### config.mk
export PLATFORM = sky130hd
export DESIGN_NAME = wb_port_arbiter_flat
export DESIGN_NICKNAME = d
export VERILOG_FILES = /design/src/rtl/wb_port_arbiter_if.sv /design/src/rtl/wb_port_arbiter.sv /design/src/flat_wrapper.sv
export SDC_FILE = /design/constraint.sdc
export NUM_CORES = 1
export LEC_CHECK = 0
export BUFFER_PORTS_ARGS = -buffer_cell sky130_fd_sc_hd__clkbuf_2
export CAP_MARGIN = 5
export CORE_MARGIN = 2
export CORE_UTILIZATION = 49
export CTS_BUF_LIST = sky130_fd_sc_hd__clkbuf_4 sky130_fd_sc_hd__clkbuf_8
export CTS_CLUSTER_SIZE = 12
export DETAILED_ROUTE_END_ITERATION = 6
export HOLD_SLACK_MARGIN = 0.1
export PLACE_DENSITY = 0.79
export SETUP_SLACK_MARGIN = 0.05
export SYNTH_ARGS = -nofsm -noshare
export SYNTH_HDL_FRONTEND = slang
export SYNTH_SLANG_ARGS = --single-unit
### constraint.sdc
create_clock -name clk -period 1.9 [get_ports clk]
set_input_delay 0.38 -clock clk [delete_from_list [all_inputs] [get_ports clk]]
set_output_delay 0.38 -clock clk [all_outputs]
set_load 0.01 [all_outputs]
### src/rtl/wb_port_arbiter_if.sv
// Bus bundle between the pipeline WB stage / multi-cycle unit and the
// register-file write-port arbiter.
interface wb_port_arbiter_if;
  // Pipeline write-back stage
  logic        wb_valid;
  logic [4:0]  wb_rd;
  logic        MemtoReg;
  logic        jal_wr;
  logic [31:0] Result;
  logic [31:0] Memread;
  logic [31:0] link_addr;
  // Multi-cycle unit offer
  logic        mc_valid;
  logic [4:0]  mc_rd;
  logic [31:0] mc_data;
  logic        mc_ready;
  // Register-file write port and status
  logic        rf_we;
  logic [4:0]  rf_waddr;
  logic [31:0] rf_wdata;
  logic        stall_req;
  logic        mc_pending;

  // Arbiter side
  modport slave (
    input  wb_valid, wb_rd, MemtoReg, jal_wr, Result, Memread, link_addr,
    input  mc_valid, mc_rd, mc_data,
    output mc_ready, rf_we, rf_waddr, rf_wdata, stall_req, mc_pending
  );

  // Producer / observer side
  modport master (
    output wb_valid, wb_rd, MemtoReg, jal_wr, Result, Memread, link_addr,
    output mc_valid, mc_rd, mc_data,
    input  mc_ready, rf_we, rf_waddr, rf_wdata, stall_req, mc_pending
  );
endinterface

### src/rtl/wb_port_arbiter.sv
// Single register-file write port shared by the pipeline WB stage and a
// multi-cycle unit. Pipeline has priority; mc results wait in a 2-entry FIFO
// and a starvation counter asks the hazard unit for a WB bubble.
module wb_port_arbiter #(
  parameter int unsigned STARVE_LIMIT = 4
) (
  input logic                clk,
  input logic                rst_n,
  wb_port_arbiter_if.slave   bus
);

  localparam int unsigned StarveW = (STARVE_LIMIT < 1) ? 1 : $clog2(STARVE_LIMIT + 1);
  localparam logic [StarveW-1:0] StarveMax = StarveW'(STARVE_LIMIT);

  logic [4:0]         eff_rd;
  logic [31:0]        eff_data;
  logic               pipe_grant, mc_xfer, mc_live, pop, bypass, push, wr_idx;

  logic [1:0]         count_q, count_d;
  logic               rd_ptr_q, rd_ptr_d;
  logic [4:0]         fifo_rd_q [2];
  logic [4:0]         fifo_rd_d [2];
  logic [31:0]        fifo_data_q [2];
  logic [31:0]        fifo_data_d [2];
  logic [StarveW-1:0] starve_q, starve_d;
  logic               stall_req_q, stall_req_d;
  logic               rf_we_q, rf_we_d;
  logic [4:0]         rf_waddr_q, rf_waddr_d;
  logic [31:0]        rf_wdata_q, rf_wdata_d;

  // Effective pipeline write and per-cycle ownership decision
  always_comb begin
    eff_rd     = bus.jal_wr ? 5'd31 : bus.wb_rd;
    eff_data   = bus.jal_wr ? bus.link_addr : (bus.MemtoReg ? bus.Memread : bus.Result);
    pipe_grant = bus.wb_valid && (eff_rd != 5'd0);
    mc_xfer    = bus.mc_valid && (count_q != 2'd2);
    // rd=0 results are accepted but never written or buffered
    mc_live    = mc_xfer && (bus.mc_rd != 5'd0);
    pop        = !pipe_grant && (count_q != 2'd0);
    bypass     = !pipe_grant && (count_q == 2'd0) && mc_live;
    push       = mc_live && !bypass;
    wr_idx     = rd_ptr_q ^ count_q[0];
  end

  // Next-state for write port, FIFO and starvation tracking
  always_comb begin
    rf_we_d     = 1'b0;
    rf_waddr_d  = rf_waddr_q;
    rf_wdata_d  = rf_wdata_q;
    count_d     = count_q;
    rd_ptr_d    = rd_ptr_q;
    fifo_rd_d   = fifo_rd_q;
    fifo_data_d = fifo_data_q;

    if (pipe_grant) begin
      rf_we_d    = 1'b1;
      rf_waddr_d = eff_rd;
      rf_wdata_d = eff_data;
    end else if (pop) begin
      rf_we_d    = 1'b1;
      rf_waddr_d = fifo_rd_q[rd_ptr_q];
      rf_wdata_d = fifo_data_q[rd_ptr_q];
    end else if (bypass) begin
      rf_we_d    = 1'b1;
      rf_waddr_d = bus.mc_rd;
      rf_wdata_d = bus.mc_data;
    end

    // Tail slot is computed from the pre-pop count, so push+pop at count=1
    // lands the new entry in the slot that becomes the head.
    if (push) begin
      fifo_rd_d[wr_idx]   = bus.mc_rd;
      fifo_data_d[wr_idx] = bus.mc_data;
    end
    if (pop) rd_ptr_d = ~rd_ptr_q;

    unique case ({push, pop})
      2'b10:   count_d = count_q + 2'd1;
      2'b01:   count_d = count_q - 2'd1;
      default: count_d = count_q;
    endcase

    if ((count_q != 2'd0) && pipe_grant) begin
      starve_d = (starve_q == StarveMax) ? starve_q : starve_q + StarveW'(1);
    end else begin
      starve_d = '0;
    end
    stall_req_d = (starve_q == StarveMax) && !pop;
  end

  // State registers
  always_ff @(posedge clk or negedge rst_n) begin
    if (!rst_n) begin
      rf_we_q     <= 1'b0;
      rf_waddr_q  <= '0;
      rf_wdata_q  <= '0;
      count_q     <= '0;
      rd_ptr_q    <= 1'b0;
      starve_q    <= '0;
      stall_req_q <= 1'b0;
      for (int i = 0; i < 2; i++) begin
        fifo_rd_q[i]   <= '0;
        fifo_data_q[i] <= '0;
      end
    end else begin
      rf_we_q     <= rf_we_d;
      rf_waddr_q  <= rf_waddr_d;
      rf_wdata_q  <= rf_wdata_d;
      count_q     <= count_d;
      rd_ptr_q    <= rd_ptr_d;
      starve_q    <= starve_d;
      stall_req_q <= stall_req_d;
      fifo_rd_q   <= fifo_rd_d;
      fifo_data_q <= fifo_data_d;
    end
  end

  assign bus.mc_ready   = (count_q != 2'd2);
  assign bus.mc_pending = (count_q != 2'd0);
  assign bus.rf_we      = rf_we_q;
  assign bus.rf_waddr   = rf_waddr_q;
  assign bus.rf_wdata   = rf_wdata_q;
  assign bus.stall_req  = stall_req_q;

endmodule

### src/flat_wrapper.sv
// flat-port wrapper written by rule: the top's interface ports become plain ports
module wb_port_arbiter_flat 
#(
  parameter int unsigned STARVE_LIMIT = 4
)
  (clk, rst_n, bus_wb_valid, bus_wb_rd, bus_MemtoReg, bus_jal_wr, bus_Result, bus_Memread, bus_link_addr, bus_mc_valid, bus_mc_rd, bus_mc_data, bus_mc_ready, bus_rf_we, bus_rf_waddr, bus_rf_wdata, bus_stall_req, bus_mc_pending);
  wb_port_arbiter_if bus_i ();
  input logic clk;
  input logic rst_n;
  input wire logic [$bits(bus_i.wb_valid)-1:0] bus_wb_valid;
  input wire logic [$bits(bus_i.wb_rd)-1:0] bus_wb_rd;
  input wire logic [$bits(bus_i.MemtoReg)-1:0] bus_MemtoReg;
  input wire logic [$bits(bus_i.jal_wr)-1:0] bus_jal_wr;
  input wire logic [$bits(bus_i.Result)-1:0] bus_Result;
  input wire logic [$bits(bus_i.Memread)-1:0] bus_Memread;
  input wire logic [$bits(bus_i.link_addr)-1:0] bus_link_addr;
  input wire logic [$bits(bus_i.mc_valid)-1:0] bus_mc_valid;
  input wire logic [$bits(bus_i.mc_rd)-1:0] bus_mc_rd;
  input wire logic [$bits(bus_i.mc_data)-1:0] bus_mc_data;
  output wire logic [$bits(bus_i.mc_ready)-1:0] bus_mc_ready;
  output wire logic [$bits(bus_i.rf_we)-1:0] bus_rf_we;
  output wire logic [$bits(bus_i.rf_waddr)-1:0] bus_rf_waddr;
  output wire logic [$bits(bus_i.rf_wdata)-1:0] bus_rf_wdata;
  output wire logic [$bits(bus_i.stall_req)-1:0] bus_stall_req;
  output wire logic [$bits(bus_i.mc_pending)-1:0] bus_mc_pending;
  assign bus_i.wb_valid = bus_wb_valid;
  assign bus_i.wb_rd = bus_wb_rd;
  assign bus_i.MemtoReg = bus_MemtoReg;
  assign bus_i.jal_wr = bus_jal_wr;
  assign bus_i.Result = bus_Result;
  assign bus_i.Memread = bus_Memread;
  assign bus_i.link_addr = bus_link_addr;
  assign bus_i.mc_valid = bus_mc_valid;
  assign bus_i.mc_rd = bus_mc_rd;
  assign bus_i.mc_data = bus_mc_data;
  assign bus_mc_ready = bus_i.mc_ready;
  assign bus_rf_we = bus_i.rf_we;
  assign bus_rf_waddr = bus_i.rf_waddr;
  assign bus_rf_wdata = bus_i.rf_wdata;
  assign bus_stall_req = bus_i.stall_req;
  assign bus_mc_pending = bus_i.mc_pending;
  wb_port_arbiter #(.STARVE_LIMIT(STARVE_LIMIT)) u_core (.clk(clk), .rst_n(rst_n), .bus(bus_i));
endmodule
==> impl_metrics.yaml, run 1 <==
floorplan:
  die_h_um: 120
  io_pins: 185
  rows: 42
  core_mm2: 0.0131
  initial_utilization: 0.499
  die-width_um: 120
  dieArea_mm2: 0.0143
sta:
  max_slew.worst_pin.slew_ns: 0.453
  fmax_ghz: 0.517
  rsz0062_at_grt: "yes"
  setup_viol: 23
  hold_viol: 0
  fin_crit_sh: 1.02
  slew_viol_final: 0
  slew_headroom: 0.698
  layout_setup_ws_ns: -0.0348
  finClkSkew_ns: 0.00997
  period_minus_slack_ns: 1.93
synth:
  synth_largest_area_cell: "dfrtp_1"
  ys_async_sr_fraction: 1.00
  synthTopCellsByArea: "dfrtp_1 (45%), mux2_2 (21%), mux2i_1 (10%)"
  yosys.area.top_type_share: 0.454
  synth_cell_types: 33
  synth-main-ff-cell: "dfrtp_1"
  synth_seq_area_share: 0.454
  synth_most_common_cell: "mux2_2"
  ys_top_cells_by_count: "mux2_2 (125), dfrtp_1 (119), mux2i_1 (67)"
  synth_edf_count: 0
  synth_area_mm2: 0.00656
  avgSynthCellArea_um2: 11.8
  syn_inst: 556
  yosysWarnings: 0
  synth_nets: 703
  synth-seq-cells: 119
power:
  leakagePower_nw: 4.30
  ir_drop_v: 0.000804
  pwr_density_cell_mw_per_mm2: 1660
detailed_routing:
  drtIter0Drc: 331
  drc_errors: 0
  vias_per_cell: 5.44
  vias: 5235
  firstDrtPassIters: 5
  ant_nets: 0
  wirelength_mm: 17.8
  wl_per_cell_um: 18.5
final_layout:
  drive_gt1_frac: 0.550
  finalNonFillerCells: 963
  synthToLayoutAreaGrowth_pct: 36.0
  design_area_mm2: 0.00892
  fin_nets: 921
  n_antenna_cell: 0
worst_hold_path:
  hp-class: "primary input to flop"
flow_run:
  cap_violations: 0
setup_path:
  critPathMaxStageDelay_ns: 0.55
  cp_top_family: "multiplexers"
  crit_chain: "buf_6, or4_4, o31ai_4, buf_4, clkbuf_16, mux2_2, mux2_4"
  path_class: "primary input to flop"
  crit_required_ns: 2.22
  endpoint_kind: "flop"
  crit_path_top_delay_cell: "or4_4"
  crit_buf_inv: 3
  arrival_ns: 2.26
  cp_max_fo: 11
  start_kind: "primary input"
cts:
  clk_path_buf_depth: 2
  tritoncts: "yes"
  htree_levels: 4
  cts.sinks: 119
  clk_latency_ns: 0.44
  cts_made_buffers: 17
  cts.reportedPaths.clkPinSlew_ns: 0.07
  cts_root_buf: "clkbuf_8"
global_route:
  grt_max_degree: 43
  grt_pass1_vias: 5475
  grt_pass1_wl_mm: 27.4
  overflow: 0
  antenna_found_initial: 0
  grt_usage: 0.244
outcome:
  violations: "setup timing"
  outcome: "finished with violations"
place:
  place_area_mm2: 0.00798
  dpl.cell_count: 912
  io_buffers: 184
  gp_congestion: 0.750
  dp_hpwl_mm: 11.8
-- cell families after synthesis --
| family | Yosys count | synth area share |
|---|---|---|
| compound gates | 84 | 0.0740 |
| xor+xnor | 6 | 0.00801 |
| fa+ha+maj | 3 | 0.00572 |
| buf+inv | 47 | 0.0359 |
| flops | 119 | 0.454 |
| mux | 211 | 0.360 |
| simple gates | 86 | 0.0622 |
-- layout make-up --
class | count | area [µm²]
flip-flops and latches | 119 | 2980
well taps | 176 | 220
repair buffers | 243 | 1740
fillers | 963 | 4220
clock buffers | 25 | 319
inverters | 3 | 11.3
multi-input cells | 390 | 3530
clock inverters | 7 | 116
-- layout by cell type, fill, tap and decap left out, types with 2 or more instances in the layout --
cell and n:
o31ai_1 4, mux2_4 46, buf_12 17, a211oi_1 4, a21oi_1 32, mux2i_1 67
nor2_1 7, xnor2_1 3, xor2_1 2, buf_4 27, clkbuf_2 181, buf_6 10
ha_1 3, nand2_1 33, dfrtp_1 118, inv_1 2, bufinv_16 3, clkbuf_4 4
or4_4 2, clkinv_2 2, o21ai_0 37, clkbuf_16 5, nor2b_1 4, clkbuf_8 21
nor3_1 34, mux2_2 98
-- worst reg2reg max path: stages, from the launching register on --
cell	delay [ns]
dfrtp_1	0.39
nand2b_4	0.16
o211ai_4	0.10
buf_6	0.14
a211oi_4	0.20
buf_6	0.21
clkbuf_16	0.19
mux2_2	0.33
-- power breakdown --
group	total (W)	internal, W	switching (W)
Clock	0.00250	0.00149	0.00101
Sequential	0.00458	0.00384	0.000737
Combinational	0.00772	0.00443	0.00329
-- path summary, 6_finish.rpt --
check | from | to | slack (ns) | cells after the start
worst max-delay path | bus_wb_rd[1] | u_core.bus.rf_wdata[17] | -0.03 | 7
worst min-delay path | bus_mc_data[0] | u_core.fifo_data_q[0] | 0.20 | 2
worst max register to register | u_core.count_q[0] | u_core.fifo_data_q[22] | 0.06 | 7
worst min register to register | u_core.fifo_rd_q[5] | u_core.fifo_rd_q[5] | 0.50 | 1
max in group asynchronous | rst_n | u_core.fifo_data_q[59] | 0.87 | 3
min in group asynchronous | rst_n | u_core.bus.rf_wdata[7] | 0.42 | 2
-- routing by layer --
layer / part of all wire / global-route usage / up-vias
li1: - / - / 2440
met2: 0.52 / 0.431 / 156
met3: 0.055 / 0.0623 / 20
met4: 0.014 / 0.0801 / 0
met5: 0 / 0 / -
met1: 0.41 / 0.290 / 2619
-- what timing repair did --
item / in CTS / in global routing
hold endpoints to repair: 25 / 0
setup buffers: 5 / 7
hold buffers: 1 / 0
pin swaps: 2 / 5
endpoints found under the setup margin: 111 / 106
cloned: 1 / 5
gates resized for setup: 7 / 49
-- registers in the layout, indices dropped and copies added (netlist names) --
name                  flops
u_core.bus.rf_waddr       5
u_core.fifo_rd_q         10
u_core.bus.rf_we          1
u_core.bus.stall_req      1
u_core.count_q            2
u_core.rd_ptr_q           1
u_core.fifo_data_q       64
u_core.starve_q           3
u_core.bus.rf_wdata      32
-- metrics by stage --
step,setup slack (ns),setup TNS [ns],hold WS [ns],total power [W],util
after floorplan,-0.323,-17.56,0.0844,0.00889,-
after global routing,-0.0581,-0.778,0.177,0.0156,0.679
after detailed placement,-0.449,-38.89,0.341,0.0111,0.608
final,-0.0348,-0.369,0.196,0.0148,0.679
after global placement,-0.405,-36.19,0.334,0.0108,0.608
after CTS,0.00573,0,0.178,0.0140,0.650
Power figures use the tool's default switching activity.
==> inputs of run 2 (changes only) <==
--- a/config.mk
+++ b/config.mk
@@ -14,6 +14,7 @@
 export DETAILED_ROUTE_END_ITERATION = 6
 export HOLD_SLACK_MARGIN = 0.1
 export PLACE_DENSITY = 0.79
+export RECOVER_POWER = 25
 export SETUP_SLACK_MARGIN = 0.05
 export SYNTH_ARGS = -nofsm -noshare
 export SYNTH_HDL_FRONTEND = slang
==> impl_metrics.yaml, run 2 (synthesis results as in run 1) <==
outcome:
  outcome: "finished with violations"
  violations: "setup timing"
cts:
  clk_path_buf_depth: 2
  clk_latency_ns: 0.44
  cts.sinks: 119
  tritoncts: "yes"
  htree_levels: 4
  cts.reportedPaths.clkPinSlew_ns: 0.07
  cts_made_buffers: 17
  cts_root_buf: "clkbuf_8"
setup_path:
  critPathMaxStageDelay_ns: 0.55
  endpoint_kind: "flop"
  r2r_slack_ns: 0.06
  arrival_ns: 2.26
  cp_top_family: "multiplexers"
  crit_buf_inv: 3
  start_kind: "primary input"
  crit_chain: "buf_6, or4_4, o31ai_4, buf_4, clkbuf_16, mux2_2, mux2_4"
  crit_path_start: "bus_wb_rd[1]"
  reg2regPathDepth: 9
  crit_path_top_delay_cell: "or4_4"
  endpoint: "u_core.bus.rf_wdata[17]"
  r2r_end: "u_core.count_q[1]"
  rr_startpoint: "u_core.count_q[1]"
  path_depth: 7
  path_class: "primary input to flop"
  crit_required_ns: 2.22
  cp_max_fo: 11
sta:
  finClkSkew_ns: 0.00982
  setup_viol: 23
  slew_viol_final: 0
  max_slew.worst_pin.slew_ns: 0.758
  fin_tns_setup_ns: -0.313
  slew_headroom: 0.494
  hold_viol: 0
  period_minus_slack_ns: 1.93
  fin_crit_sh: 1.02
  rsz0062_at_grt: "yes"
  layout_setup_ws_ns: -0.0302
  fmax_ghz: 0.518
place:
  gp_congestion: 0.750
  io_buffers: 184
  dp_hpwl_mm: 11.8
  dp_slack_ns: -0.449
detailed_routing:
  ant_nets: 0
  wirelength_mm: 17.8
  drc_errors: 0
  firstDrtPassIters: 5
  wl_per_cell_um: 18.4
  drtIter0Drc: 353
  vias_per_cell: 5.44
  vias: 5237
final_layout:
  fin_nets: 921
  multiInputGateArea_mm2: 0.00353
  fillers: 965
  seqCellArea_mm2: 0.00298
  largest_reg_flops: 64
  post-route-util: 0.678
  synthToLayoutAreaGrowth_pct: 35.7
  top_register: "u_core.fifo_data_q"
  n_antenna_cell: 0
  drive_gt1_frac: 0.550
  layout_common_cells: "clkbuf_2 (182), dfrtp_1 (118), mux2_2 (98), mux2i_1 (67), mux2_4 (46)"
  layout_commonest_cell: "clkbuf_2"
power:
  pwr-share-clk: 0.169
  p_comb_frac: 0.521
  ir_drop_v: 0.000805
  switching_share: 0.340
  sequentialPowerShare: 0.310
  internal_power_w: 0.00976
  leakagePower_nw: 4.30
  switching_power_w: 0.00503
  power_w: 0.0148
  pwr_density_cell_mw_per_mm2: 1660
flow_run:
  cap_violations: 0
global_route:
  grt_pass1_wl_mm: 27.4
  grt_usage: 0.244
  grt_pass1_vias: 5475
  overflow: 0
  antenna_found_initial: 0
  grt_max_degree: 43
worst_hold_path:
  min_delay_path_depth: 2
  hp-class: "primary input to flop"
floorplan:
  dieArea_mm2: 0.0143
  die-width_um: 120
  io_pins: 185
  initial_utilization: 0.499
  rows: 42
  core_mm2: 0.0131
  die_h_um: 120
==> run 2: cell types whose count changed in the layout (fill, tap and decap cells not counted) <==
cell / change
clkbuf_4: +1
buf_4: -1
buf_12: -1
clkbuf_2: +1
==> run 2: per-stage QoR <==
stage | cells | hold slack, ns | instance area [µm²]
floorplan | 556 | 0.0844 | 6560
global placement | 912 | 0.334 | 7980
detailed placement | 912 | 0.341 | 7980
CTS | 951 | 0.178 | 8540
global route | 963 | 0.177 | 8900
finish | 963 | 0.194 | 8900
==> run 2: worst min-delay path by stage <==
stage | startpoint | to | slack [ns]
floorplan | rst_n | u_core.bus.rf_waddr[0] | 0.08
global placement | rst_n | u_core.bus.rf_wdata[3] | 0.33
detailed placement | rst_n | u_core.bus.rf_wdata[3] | 0.34
CTS | bus_mc_data[0] | u_core.fifo_data_q[0] | 0.18
global route | bus_mc_data[2] | u_core.fifo_data_q[34] | 0.18
finish | bus_mc_data[0] | u_core.fifo_data_q[0] | 0.19
==> run 2: cell type report <==
class / count / area share
Multi-Input combinational cell: 390 / 0.397
Sequential cell: 119 / 0.335
Timing Repair Buffer: 243 / 0.194
Clock buffer: 25 / 0.0358
Tap cell: 176 / 0.0247
Clock inverter: 7 / 0.0131
Inverter: 3 / 0.00126
==> run 2: repair_timing <==
| action | in CTS | in global routing |
|---|---|---|
| hold buffers | 1 | 0 |
| cloned | 1 | 5 |
| endpoints found under the setup margin | 111 | 106 |
| resized for setup | 7 | 49 |
| hold endpoints to repair | 25 | 0 |
| pin swaps | 2 | 5 |
| buffers inserted | 5 | 7 |
==> run 2: power by group through the flow <==
| stage | registers, W | logic [W] | clock network [W] |
|---|---|---|---|
| floorplan | 0.00456 | 0.00434 | 0 |
| global placement | 0.00446 | 0.00633 | 0 |
| detailed placement | 0.00456 | 0.00658 | 0 |
| CTS | 0.00453 | 0.00692 | 0.00253 |
| global route | 0.00472 | 0.00821 | 0.00266 |
| finish | 0.00458 | 0.00771 | 0.00251 |
==> run 2: layer usage <==
layer | up-vias | track usage | wire length [µm]
met1 | 2604 | 0.290 | 7260
met2 | 167 | 0.431 | 9210
met3 | 21 | 0.0623 | 1020
met5 | - | 0 | 0
li1 | 2445 | - | -
met4 | 0 | 0.0801 | 270
